[src/rtl/adc_scan_pkg.sv]
// Shared types and helpers for the ADC scan sequencer: FSM state encoding,
// ADC channel field width and a ceiling-log2 helper for sizing counters.
package adc_scan_pkg;

  localparam int ADC_CH_W = 5;

  typedef enum logic [2:0] {
    IDLE     = 3'd0,
    SEND     = 3'd1,
    WAIT_RSP = 3'd2,
    STORE    = 3'd3,
    NEXT     = 3'd4
  } scan_state_e;

  // Smallest r such that 2**r >= value (0 for value <= 1).
  function automatic int clog2(input int value);
    int r;
    r = 32'sd0;
    while ((64'd1 << r) < 64'(value)) begin
      r = r + 32'sd1;
    end
    return r;
  endfunction

endpackage

[src/rtl/adc_scan_sequencer_if.sv]
// Avalon-ST command/response link between the scan sequencer (master) and
// the modular-ADC sequencer core (slave).
interface adc_scan_sequencer_if
  import adc_scan_pkg::*;
#(
  parameter int DATA_W = 12
) ();

  logic                cmd_valid;
  logic [ADC_CH_W-1:0] cmd_channel;
  logic                cmd_startofpacket;
  logic                cmd_endofpacket;
  logic                cmd_ready;
  logic                rsp_valid;
  logic [ADC_CH_W-1:0] rsp_channel;
  logic [DATA_W-1:0]   rsp_data;

  modport master (
    output cmd_valid, cmd_channel, cmd_startofpacket, cmd_endofpacket,
    input  cmd_ready, rsp_valid, rsp_channel, rsp_data
  );

  modport slave (
    input  cmd_valid, cmd_channel, cmd_startofpacket, cmd_endofpacket,
    output cmd_ready, rsp_valid, rsp_channel, rsp_data
  );

endinterface

[src/rtl/adc_scan_timer.sv]
// Scan-rate timer: free-running period counter gated by enable, producing a
// one-cycle tick in the cycle after the counter wraps back to zero.
module adc_scan_timer
  import adc_scan_pkg::*;
#(
  parameter int SCAN_PERIOD = 50000
) (
  input  logic clk,
  input  logic rst_n,
  input  logic enable,
  output logic tick
);

  localparam int CNT_W = (SCAN_PERIOD > 1) ? clog2(SCAN_PERIOD) : 1;
  localparam logic [CNT_W-1:0] CNT_LAST = CNT_W'(SCAN_PERIOD - 1);

  logic [CNT_W-1:0] cnt_r;
  logic             wrap_s;
  logic             tick_r;

  assign wrap_s = (cnt_r == CNT_LAST);
  assign tick   = tick_r;

  // Period counter: counts 0..SCAN_PERIOD-1 while enabled, parked at 0 otherwise.
  always_ff @(posedge clk or negedge rst_n) begin
    if (!rst_n) begin
      cnt_r <= '0;
    end else if (!enable || wrap_s) begin
      cnt_r <= '0;
    end else begin
      cnt_r <= cnt_r + CNT_W'(1);
    end
  end

  // Registered tick, visible while the counter sits at zero after a wrap.
  always_ff @(posedge clk or negedge rst_n) begin
    if (!rst_n) begin
      tick_r <= 1'b0;
    end else begin
      tick_r <= enable && wrap_s;
    end
  end

endmodule

[src/rtl/adc_scan_sequencer.sv]
// ADC scan sequencer: walks CH_LIST once per scan tick, averages 2**AVG_LOG2
// conversions per channel through the ADC core's command/response streams,
// and publishes per-slot results, a scan-done pulse and sticky error flags.
module adc_scan_sequencer
  import adc_scan_pkg::*;
#(
  parameter int                         NUM_CH      = 2,
  parameter logic [NUM_CH*ADC_CH_W-1:0] CH_LIST     = {5'd2, 5'd1},
  parameter int                         DATA_W      = 12,
  parameter int                         AVG_LOG2    = 2,
  parameter int                         SCAN_PERIOD = 50000,
  parameter int                         RSP_TIMEOUT = 255
) (
  input  logic                       clk_clk,
  input  logic                       reset_reset_n,
  input  logic                       enable,
  adc_scan_sequencer_if.master       adc,
  output logic [NUM_CH*DATA_W-1:0]   result,
  output logic [NUM_CH-1:0]          result_valid,
  output logic                       scan_done,
  output logic                       err_chan,
  output logic                       err_timeout,
  input  logic                       err_clear
);

  localparam int ACC_W  = DATA_W + AVG_LOG2;
  localparam int SMP_W  = AVG_LOG2 + 1;
  localparam int SLOT_W = (NUM_CH > 1) ? clog2(NUM_CH) : 1;
  localparam int TO_W   = clog2(RSP_TIMEOUT + 1);

  localparam logic [SMP_W-1:0]  SMP_LAST  = SMP_W'((1 << AVG_LOG2) - 1);
  localparam logic [SLOT_W-1:0] SLOT_LAST = SLOT_W'(NUM_CH - 1);
  localparam logic [TO_W-1:0]   TO_LAST   = TO_W'(RSP_TIMEOUT - 1);

  scan_state_e         state_r, state_next;
  logic [SLOT_W-1:0]   slot_r, slot_next;
  logic [SMP_W-1:0]    smp_cnt_r;
  logic [ACC_W-1:0]    acc_r;
  logic [TO_W-1:0]     to_cnt_r;
  logic                cmd_valid_r;
  logic [ADC_CH_W-1:0] cmd_channel_r;
  logic [NUM_CH*DATA_W-1:0] result_r;
  logic [NUM_CH-1:0]   result_valid_r;
  logic                scan_done_r;
  logic                err_chan_r;
  logic                err_timeout_r;

  logic tick_s;
  logic start_s, accept_s, rsp_take_s, rsp_match_s, timeout_s;
  logic store_s, advance_s, scan_done_s;
  logic last_sample_s, last_slot_s;
  logic [DATA_W-1:0] avg_s;

  // Channel number configured for a given slot.
  function automatic logic [ADC_CH_W-1:0] slot_channel(input logic [SLOT_W-1:0] s);
    return CH_LIST[32'(s)*ADC_CH_W +: ADC_CH_W];
  endfunction

  adc_scan_timer #(
    .SCAN_PERIOD (SCAN_PERIOD)
  ) u_timer (
    .clk    (clk_clk),
    .rst_n  (reset_reset_n),
    .enable (enable),
    .tick   (tick_s)
  );

  assign rsp_match_s   = (adc.rsp_channel == slot_channel(slot_r));
  assign last_sample_s = (smp_cnt_r == SMP_LAST);
  assign last_slot_s   = (slot_r == SLOT_LAST);
  assign avg_s         = DATA_W'(acc_r >> AVG_LOG2);

  assign adc.cmd_valid         = cmd_valid_r;
  assign adc.cmd_channel       = cmd_channel_r;
  assign adc.cmd_startofpacket = cmd_valid_r;
  assign adc.cmd_endofpacket   = cmd_valid_r;
  assign result                = result_r;
  assign result_valid          = result_valid_r;
  assign scan_done             = scan_done_r;
  assign err_chan              = err_chan_r;
  assign err_timeout           = err_timeout_r;

  // FSM state register.
  always_ff @(posedge clk_clk or negedge reset_reset_n) begin
    if (!reset_reset_n) begin
      state_r <= IDLE;
    end else begin
      state_r <= state_next;
    end
  end

  // Next-state decode and datapath strobes; enable loss is honoured only at
  // decision points so an accepted command always sees its response.
  always_comb begin
    state_next  = state_r;
    start_s     = 1'b0;
    accept_s    = 1'b0;
    rsp_take_s  = 1'b0;
    timeout_s   = 1'b0;
    store_s     = 1'b0;
    advance_s   = 1'b0;
    scan_done_s = 1'b0;
    case (state_r)
      IDLE: begin
        if (tick_s && enable) begin
          start_s    = 1'b1;
          state_next = SEND;
        end else begin
          state_next = IDLE;
        end
      end
      SEND: begin
        if (adc.cmd_ready) begin
          accept_s   = 1'b1;
          state_next = WAIT_RSP;
        end else begin
          state_next = SEND;
        end
      end
      WAIT_RSP: begin
        if (adc.rsp_valid) begin
          rsp_take_s = 1'b1;
          if (last_sample_s) begin
            state_next = STORE;
          end else if (!enable) begin
            state_next = IDLE;
          end else begin
            state_next = SEND;
          end
        end else if (to_cnt_r == TO_LAST) begin
          timeout_s  = 1'b1;
          state_next = NEXT;
        end else begin
          state_next = WAIT_RSP;
        end
      end
      STORE: begin
        store_s    = 1'b1;
        state_next = enable ? NEXT : IDLE;
      end
      NEXT: begin
        if (!enable) begin
          state_next = IDLE;
        end else if (last_slot_s) begin
          scan_done_s = 1'b1;
          state_next  = IDLE;
        end else begin
          advance_s  = 1'b1;
          state_next = SEND;
        end
      end
      default: begin
        state_next = IDLE;
      end
    endcase
  end

  // Slot index for the next cycle.
  always_comb begin
    slot_next = slot_r;
    if (start_s) begin
      slot_next = '0;
    end else if (advance_s) begin
      slot_next = slot_r + SLOT_W'(1);
    end else begin
      slot_next = slot_r;
    end
  end

  // Slot pointer, sample counter and accumulator.
  always_ff @(posedge clk_clk or negedge reset_reset_n) begin
    if (!reset_reset_n) begin
      slot_r    <= '0;
      smp_cnt_r <= '0;
      acc_r     <= '0;
    end else begin
      slot_r <= slot_next;
      if (start_s || advance_s) begin
        smp_cnt_r <= '0;
        acc_r     <= '0;
      end else if (rsp_take_s) begin
        smp_cnt_r <= smp_cnt_r + SMP_W'(1);
        if (rsp_match_s) begin
          acc_r <= acc_r + ACC_W'(adc.rsp_data);
        end
      end
    end
  end

  // Response timeout counter, restarted on every accepted command.
  always_ff @(posedge clk_clk or negedge reset_reset_n) begin
    if (!reset_reset_n) begin
      to_cnt_r <= '0;
    end else if (accept_s) begin
      to_cnt_r <= '0;
    end else if (state_r == WAIT_RSP) begin
      to_cnt_r <= to_cnt_r + TO_W'(1);
    end
  end

  // Registered command outputs, driven from the state being entered.
  always_ff @(posedge clk_clk or negedge reset_reset_n) begin
    if (!reset_reset_n) begin
      cmd_valid_r   <= 1'b0;
      cmd_channel_r <= '0;
    end else begin
      cmd_valid_r   <= (state_next == SEND);
      cmd_channel_r <= slot_channel(slot_next);
    end
  end

  // Per-slot averaged results and their valid flags.
  always_ff @(posedge clk_clk or negedge reset_reset_n) begin
    if (!reset_reset_n) begin
      result_r       <= '0;
      result_valid_r <= '0;
    end else if (store_s) begin
      result_r[32'(slot_r)*DATA_W +: DATA_W] <= avg_s;
      result_valid_r[slot_r]                 <= 1'b1;
    end
  end

  // Scan-done pulse and sticky error flags; a new error beats err_clear.
  always_ff @(posedge clk_clk or negedge reset_reset_n) begin
    if (!reset_reset_n) begin
      scan_done_r   <= 1'b0;
      err_chan_r    <= 1'b0;
      err_timeout_r <= 1'b0;
    end else begin
      scan_done_r <= scan_done_s;
      if (rsp_take_s && !rsp_match_s) begin
        err_chan_r <= 1'b1;
      end else if (err_clear) begin
        err_chan_r <= 1'b0;
      end
      if (timeout_s) begin
        err_timeout_r <= 1'b1;
      end else if (err_clear) begin
        err_timeout_r <= 1'b0;
      end
    end
  end

endmodule

[src/flat_wrapper.sv]
// flat-port wrapper written by rule: the top's interface ports become plain ports
module adc_scan_sequencer_flat import adc_scan_pkg::*;
#(
  parameter int                         NUM_CH      = 2,
  parameter logic [NUM_CH*ADC_CH_W-1:0] CH_LIST     = {5'd2, 5'd1},
  parameter int                         DATA_W      = 12,
  parameter int                         AVG_LOG2    = 2,
  parameter int                         SCAN_PERIOD = 50000,
  parameter int                         RSP_TIMEOUT = 255
)
  (clk_clk, reset_reset_n, enable, result, result_valid, scan_done, err_chan, err_timeout, err_clear, adc_cmd_valid, adc_cmd_channel, adc_cmd_startofpacket, adc_cmd_endofpacket, adc_cmd_ready, adc_rsp_valid, adc_rsp_channel, adc_rsp_data);
  adc_scan_sequencer_if #(.DATA_W(DATA_W)) adc_i ();
  input  logic clk_clk;
  input  logic reset_reset_n;
  input  logic enable;
  output logic [NUM_CH*DATA_W-1:0] result;
  output logic [NUM_CH-1:0] result_valid;
  output logic scan_done;
  output logic err_chan;
  output logic err_timeout;
  input  logic err_clear;
  output wire logic [$bits(adc_i.cmd_valid)-1:0] adc_cmd_valid;
  output wire logic [$bits(adc_i.cmd_channel)-1:0] adc_cmd_channel;
  output wire logic [$bits(adc_i.cmd_startofpacket)-1:0] adc_cmd_startofpacket;
  output wire logic [$bits(adc_i.cmd_endofpacket)-1:0] adc_cmd_endofpacket;
  input wire logic [$bits(adc_i.cmd_ready)-1:0] adc_cmd_ready;
  input wire logic [$bits(adc_i.rsp_valid)-1:0] adc_rsp_valid;
  input wire logic [$bits(adc_i.rsp_channel)-1:0] adc_rsp_channel;
  input wire logic [$bits(adc_i.rsp_data)-1:0] adc_rsp_data;
  assign adc_cmd_valid = adc_i.cmd_valid;
  assign adc_cmd_channel = adc_i.cmd_channel;
  assign adc_cmd_startofpacket = adc_i.cmd_startofpacket;
  assign adc_cmd_endofpacket = adc_i.cmd_endofpacket;
  assign adc_i.cmd_ready = adc_cmd_ready;
  assign adc_i.rsp_valid = adc_rsp_valid;
  assign adc_i.rsp_channel = adc_rsp_channel;
  assign adc_i.rsp_data = adc_rsp_data;
  adc_scan_sequencer #(.NUM_CH(NUM_CH), .CH_LIST(CH_LIST), .DATA_W(DATA_W), .AVG_LOG2(AVG_LOG2), .SCAN_PERIOD(SCAN_PERIOD), .RSP_TIMEOUT(RSP_TIMEOUT)) u_core (.clk_clk(clk_clk), .reset_reset_n(reset_reset_n), .enable(enable), .adc(adc_i), .result(result), .result_valid(result_valid), .scan_done(scan_done), .err_chan(err_chan), .err_timeout(err_timeout), .err_clear(err_clear));
endmodule
[config.mk]
export PLATFORM = sky130hd
export DESIGN_NAME = adc_scan_sequencer_flat
export DESIGN_NICKNAME = d
export VERILOG_FILES = /design/src/rtl/adc_scan_pkg.sv /design/src/rtl/adc_scan_sequencer_if.sv /design/src/rtl/adc_scan_timer.sv /design/src/rtl/adc_scan_sequencer.sv /design/src/flat_wrapper.sv
export SDC_FILE = /design/constraint.sdc
export NUM_CORES = 1
export LEC_CHECK = 0
export ABC_AREA = 1
export CORE_MARGIN = 3
export CORE_UTILIZATION = 60
export CTS_BUF_LIST = sky130_fd_sc_hd__clkbuf_8
export CTS_CLUSTER_DIAMETER = 80
export DETAILED_ROUTE_END_ITERATION = 16
export PLACE_DENSITY = 0.87
export SLEW_MARGIN = 5
export SYNTH_ARGS = -nofsm -noshare
export SYNTH_HDL_FRONTEND = slang
export SYNTH_HIERARCHICAL = 1
export SYNTH_SLANG_ARGS = --single-unit
export TNS_END_PERCENT = 30
[constraint.sdc]
create_clock -name clk_clk -period 2.45 [get_ports clk_clk]
set_input_delay 0.245 -clock clk_clk [delete_from_list [all_inputs] [get_ports clk_clk]]
set_output_delay 0.245 -clock clk_clk [all_outputs]
set_load 0.05 [all_outputs]
==> Word level (Yosys, flattened, before mapping) <==
Cells that the tools add are included.
{ "word_totals": {"reg_bits": 81, "input_bits": 23, "output_inout_bits": 37, "word_cells": 96} }
{ "op_classes": {"addsub": 6, "mul": 3, "n_lt_le_gt_ge": 2, "n_eq_ne": 9, "n_shift": 4, "muxes": 42, "bitwise": 1, "reduce_logical": 15} }
{ "ops": {"columns": ["op", "count"], "rows": [
  ["$mux W14", 3],
  ["$neg A5 Y34", 1],
  ["$shift A12 B34 Y24 const A", 1],
  ["$shiftx A12 B34 Y24", 1],
  ["$mux W1", 25],
  ["$bwmux W24", 1],
  ["$mux W3", 7],
  ["$shiftx A10 B5 Y5 const A", 2],
  ["$add A16 B1 Y16 const B", 1],
  ["$eq A16 B16 Y1 const B", 1],
  ["$mux W16", 1],
  ["$mux W8", 2],
  ["$pmux W3 S5", 1],
  ["$add A14 B12 Y14", 1],
  ["$reduce_bool A2 Y1", 5],
  ["$eq A3 B2 Y1 const B", 3],
  ["$add A8 B1 Y8 const B", 1],
  ["$eq A8 B8 Y1 const B", 1],
  ["$mul A1 B3 Y4 const B", 2],
  ["$eq A3 B1 Y1 const B", 2],
  ["$eq A5 B5 Y1", 1],
  ["$logic_and A1 B1 Y1", 4],
  ["$add A3 B1 Y3 const B", 1],
  ["$eq A3 B3 Y1 const B", 1],
  ["other kinds (11)", 13]
]} }

==> Longest topological paths before layout <==
{ "logic_depth": {"depth_word": 7, "ltp_mapped": 11, "ltp_nobuf": 11} }

==> By module <==
The synthesis kept the hierarchy.
{ "by_module_without_submodules": {"columns": ["mod", "n_inst", "cells_per_inst", "area_per_inst_um2", "seq_area_each_um2"], "rows": [
  ["adc_scan_sequencer", 1, 404, 3220.6, 1501.4],
  ["adc_scan_timer", 1, 119, 915.9, 425.4]
]} }

==> Worst setup path before layout <==
No wires, ideal clock.
{ "synth_timing": {"path_kind": "reg-to-reg", "start": "register u_core.acc_r[0]", "end": "register u_core.acc_r[12]", "setup_ps": 119, "arrival_time_ps": 1500, "required_time_ps": 2331, "path_slack_ps": 831, "path_stages_with_launch": 12, "path_buffers": 0, "period_less_slack_ps": 1619, "cell_sequence": "dfrtp_1 -> ha_1 -> inv_1 -> fa_1 -> inv_1 -> nand3_1 -> nand3_1 -> nand3_1 -> nand3_1 -> nand3_1 -> nand2_1 -> nor2_1"} }
{ "synth_via": {"elab_chain_cells": 4} }
{ "synth_lines": {"columns": ["element", "line_no", "rtl"], "rows": [
  ["start: declaration", "adc_scan_sequencer.sv:38", "logic [ACC_W-1:0] acc_r;"],
  ["start signal: assignment", "adc_scan_sequencer.sv:184", "acc_r <= acc_r + ACC_W'(adc.rsp_data);"],
  ["$add A14 B12 Y14", "adc_scan_sequencer.sv:184", null],
  ["$mux W14", "adc_scan_sequencer.sv:183", "if (rsp_match_s) begin"],
  ["$mux W14", "adc_scan_sequencer.sv:181", "end else if (rsp_take_s) begin"],
  ["$mux W14", "adc_scan_sequencer.sv:178", "if (start_s || advance_s) begin"]
]} }
Every way passes these cells. The select of a mux whose other input is x is not followed.
A chain may end at the register's enable or synchronous reset.

==> Worst setup path in the final report <==
Same ends and word-level chain as after synthesis.

==> summary.txt <==
Routing
  • Post-route ant nets: 0
  • Drt total wl: 9021 µm
  • 1st-pass router iterations: 5
  • Routed WL per cell: 13.63 µm
  • 1st-iter DRT viols: 230
  • Remaining DRCs: 0
  • Via count: 3620
  • Mean number of vias per cell: 5.468

Logic synthesis
  • Largest family of logic cells by synthesized area: simple AND/OR/NAND/NOR gates
  • Top post-synthesis cells by area: dfrtp_1 (47%), nand2_1 (13%), inv_1 (6.3%)
  • Multiplexer area fraction after synthesis: 0%
  • #FFs+latches synth: 77
  • Synth area leader: dfrtp_1
  • Cell area after synthesis: a little over 4000 µm²
  • Xor/xnor share of the synthesized area: 2.329%
  • Post-Syn Area per Cell: 7.909 µm²
  • Post-Synth Simple-Gate Area: approximately 28%
  • Async S/R FF share, synth: 100.0%
  • Post-synth EDFFs: 0
  • Post-synthesis adder-cell area fraction: under 10%
  • Top_reg_cell synth: dfrtp_1
  • Yosys cell types: 33
  • Share of Yosys cell area claimed by the top area cell type: 46.58%
  • Compound-gate portion of the synthesized area: 8.530%
  • Yosys warns: 6
  • Post-Synthesis Cells: 523
  • Sequential area share after synthesis: 46.58%

STA
  • Final min period: 1.819 ns
  • Slew Limit Fails: 0
  • Final Setup Violations: 0
  • Setup TNS: 0 ns
  • Setup Skew: between 0.01 and 0.015 ns
  • RSZ-0062 raised after global routing: false
  • Fin. Hold Viols: 0
  • Relative slew slack: around a third
  • Final worst setup slack: 0.6309 ns
  • Slew @ Worst Pin: 0.9703 ns
  • Fmax: ~550 MHz
  • Final Cycle Share: 74.25%

Worst setup path
  • Crit path buffers/inverters: 2
  • Worst setup SP type: flop
  • CP max stage cell: fa_1
  • Worst reg2reg setup slack: 0.63 ns
  • Crit-path leading delay family: simple AND/OR/NAND/NOR gates
  • Critical Path AT: 2.06 ns
  • CP peak stage delay: roughly 0.40 ns
  • Crit path kind: flop to flop
  • Crit path depth: 11
  • Worst-path cell chain: ha_1, inv_1, fa_1, inv_1, nand3_1, nand3_1, nand3_1, nand3_1, nand3_1, nand2_1, nor2_1
  • CP endpoint kind: flop
  • R2r startpoint: u_core/acc_r[0]$_DFFE_PN0P_
  • Crit path launch: u_core/acc_r[0]$_DFFE_PN0P_
  • CP Data Required Time: between 2 and 3 ns
  • Most frequent CP cell: nand3_1
  • Register-to-Register Path Depth: 11
  • Worst-path maximum fanout: 4

Power
  • Flop pwr share: between 40% and 50%
  • Leakage power: 2.385 nW
  • Int Pwr: 2.204 mW
  • P_sw: 948.8 µW
  • Peak supply drop: 0.3770 mV
  • Switch share: between 30% and 40%
  • Clk pwr share: 33.8%
  • Logic pwr share: approximately 20%
  • PD cells: 639.3 nW/µm²

Clock network
  • CTS Buffer Depth: 2
  • Cts hold-fix bufs: 0
  • Post-CTS sizing: 0
  • CTS tree: yes
  • H-tree depth: 3
  • Buffer type at the clock tree root: clkbuf_8
  • Postcts setup bufs: 0
  • Clock-pin slew on the worst setup and hold paths: 0.09 ns
  • TritonCTS buffer count: 9
  • Clock Sinks: between 70 and 80
  • Clk_lat worst skew: about 0.35 ns

Floorplan
  • Die X: approximately 89 µm
  • Die area: 7926 µm²
  • Core Area: 6531 µm²
  • Die Height: 89.03 µm
  • Io pins: 60
  • Row count: 29
  • Initial Utilization: 63.33%

Flow run
  • Max Cap Viol: 0

Hold path
  • Worst min-delay path class: primary input to async pin

Global route
  • Vias in the first global route: roughly 3400
  • Antenna violations before repair: 0
  • First-pass GRT wire length: 15260 µm
  • Overflow after GRT: 0
  • Total Routing Usage GR: 24.83%
  • Largest net degree at the start of global routing: 78

Final layout
  • Layout cells sized above 1: 5.299%
  • Nets: between 600 and 700
  • Antenna Cells: 0
  • Layout area overhead: 19.24%

Status
  • Status: finished, final reports clean

Placement
  • # port buffers: between 50 and 60
  • GPL Wtd Cong: 0.9230
  • Post-DP HPWL: 6494 µm
  • Setup slack at placement: about 0.32 ns
-- layout make-up --
cell class | instances | area, µm²
multi-input combinational | 364 | 1856
clock inverter | 6 | 87.58
sequential | 77 | 1927
timing repair buffer | 56 | 558.0
tap | 77 | 96.34
clock buffer | 10 | 137.6
fill | 462 | 1599
inverter | 72 | 270.3
-- final timing paths --
check                                                           to
worst min-delay path            u_core/result_valid[0]$_DFFE_PN0N_
max in group asynchronous           u_core/to_cnt_r[4]$_DFFE_PN0P_
worst max register to register        u_core/acc_r[12]$_DFFE_PN0P_
min in group clk_clk                u_core/to_cnt_r[7]$_DFFE_PN0P_
worst min register to register      u_core/to_cnt_r[7]$_DFFE_PN0P_
worst max-delay path                  u_core/acc_r[12]$_DFFE_PN0P_
-- stage by stage --
stage	total power, mW	instances	hold WS [ns]	utilization, %	area (µm²)
after global placement	2.068	646	0.4441	72.07	4707
after floorplan	1.891	525	-0.05059	-	4144
after detailed placement	2.100	646	0.4504	72.07	4707
after global routing	3.307	662	0.1218	75.52	4932
final	3.153	662	0.01825	75.52	4932
after CTS	3.162	662	0.07278	75.52	4932
-- cells in the final DEF, fill, tap and decap left out, types with 3 or more instances in the layout --
cell	count
nand2_1	143
nor2_1	66
o22ai_1	7
inv_1	70
nand3_1	25
conb_1	3
o21ai_1	4
clkdlybuf4s50_1	55
dfrtp_1	77
nand4_1	11
inv_2	3
o21ai_0	38
a21oi_1	15
clkbuf_8	10
xor2_1	6
xnor2_1	5
ha_1	17
nor3_1	5
nor3_2	3
-- flip-flops by register name, indices dropped and copies added (netlist names), 2 cells and up --
register	count
u_core/result	24
u_core/u_timer/cnt_r	16
u_core/acc_r	14
u_core/to_cnt_r	8
u_core/smp_cnt_r	3
u_core/state_r	3
u_core/adc.cmd_channel	2
u_core/result_valid	2
-- power by group through the flow --
stage	clock (mW)	sequential, mW	combinational (mW)
after floorplan	0	1.55	0.339
after global placement	0	1.47	0.594
after detailed placement	0	1.48	0.620
after CTS	1.08	1.46	0.627
after global routing	1.13	1.47	0.700
final	1.07	1.46	0.631
-- synth_stat cells (all sizes together), types with 7 or more instances --
cell / number
nand3: 28
o22ai: 7
nor2: 69
buf: 10
ha: 17
nor3: 8
dfrtp: 77
nand4: 11
inv: 72
o21ai: 42
a21oi: 15
nand2: 145
-- cell families (layout without fill, tap and decap cells) --
family                   Yosys count  after routing
buffers and inverters             84            144
flip-flops                        77             77
other                              1              3
XOR/XNOR                          11             11
AND/OR/NAND/NOR                  265            265
adder cells (fa/ha/maj)           18             18
AO/OA/AOI/OAI                     67             67
-- worst register-to-register path, delay by kind of cell, from the launching register on --
kind | cells | cell delay [ns]
buf+inv | 2 | 0.15
flops | 1 | 0.36
simple gates | 7 | 0.62
fa+ha+maj | 2 | 0.59
-- per-layer routing --
metal / routed length, µm / global-route usage [%]
met4: 137 / 9.743
met1: 4068 / 34.21
met3: 504 / 3.687
met5: 0 / 0
met2: 4312 / 39.88
Note: power is estimated with default switching activity, not from simulation.
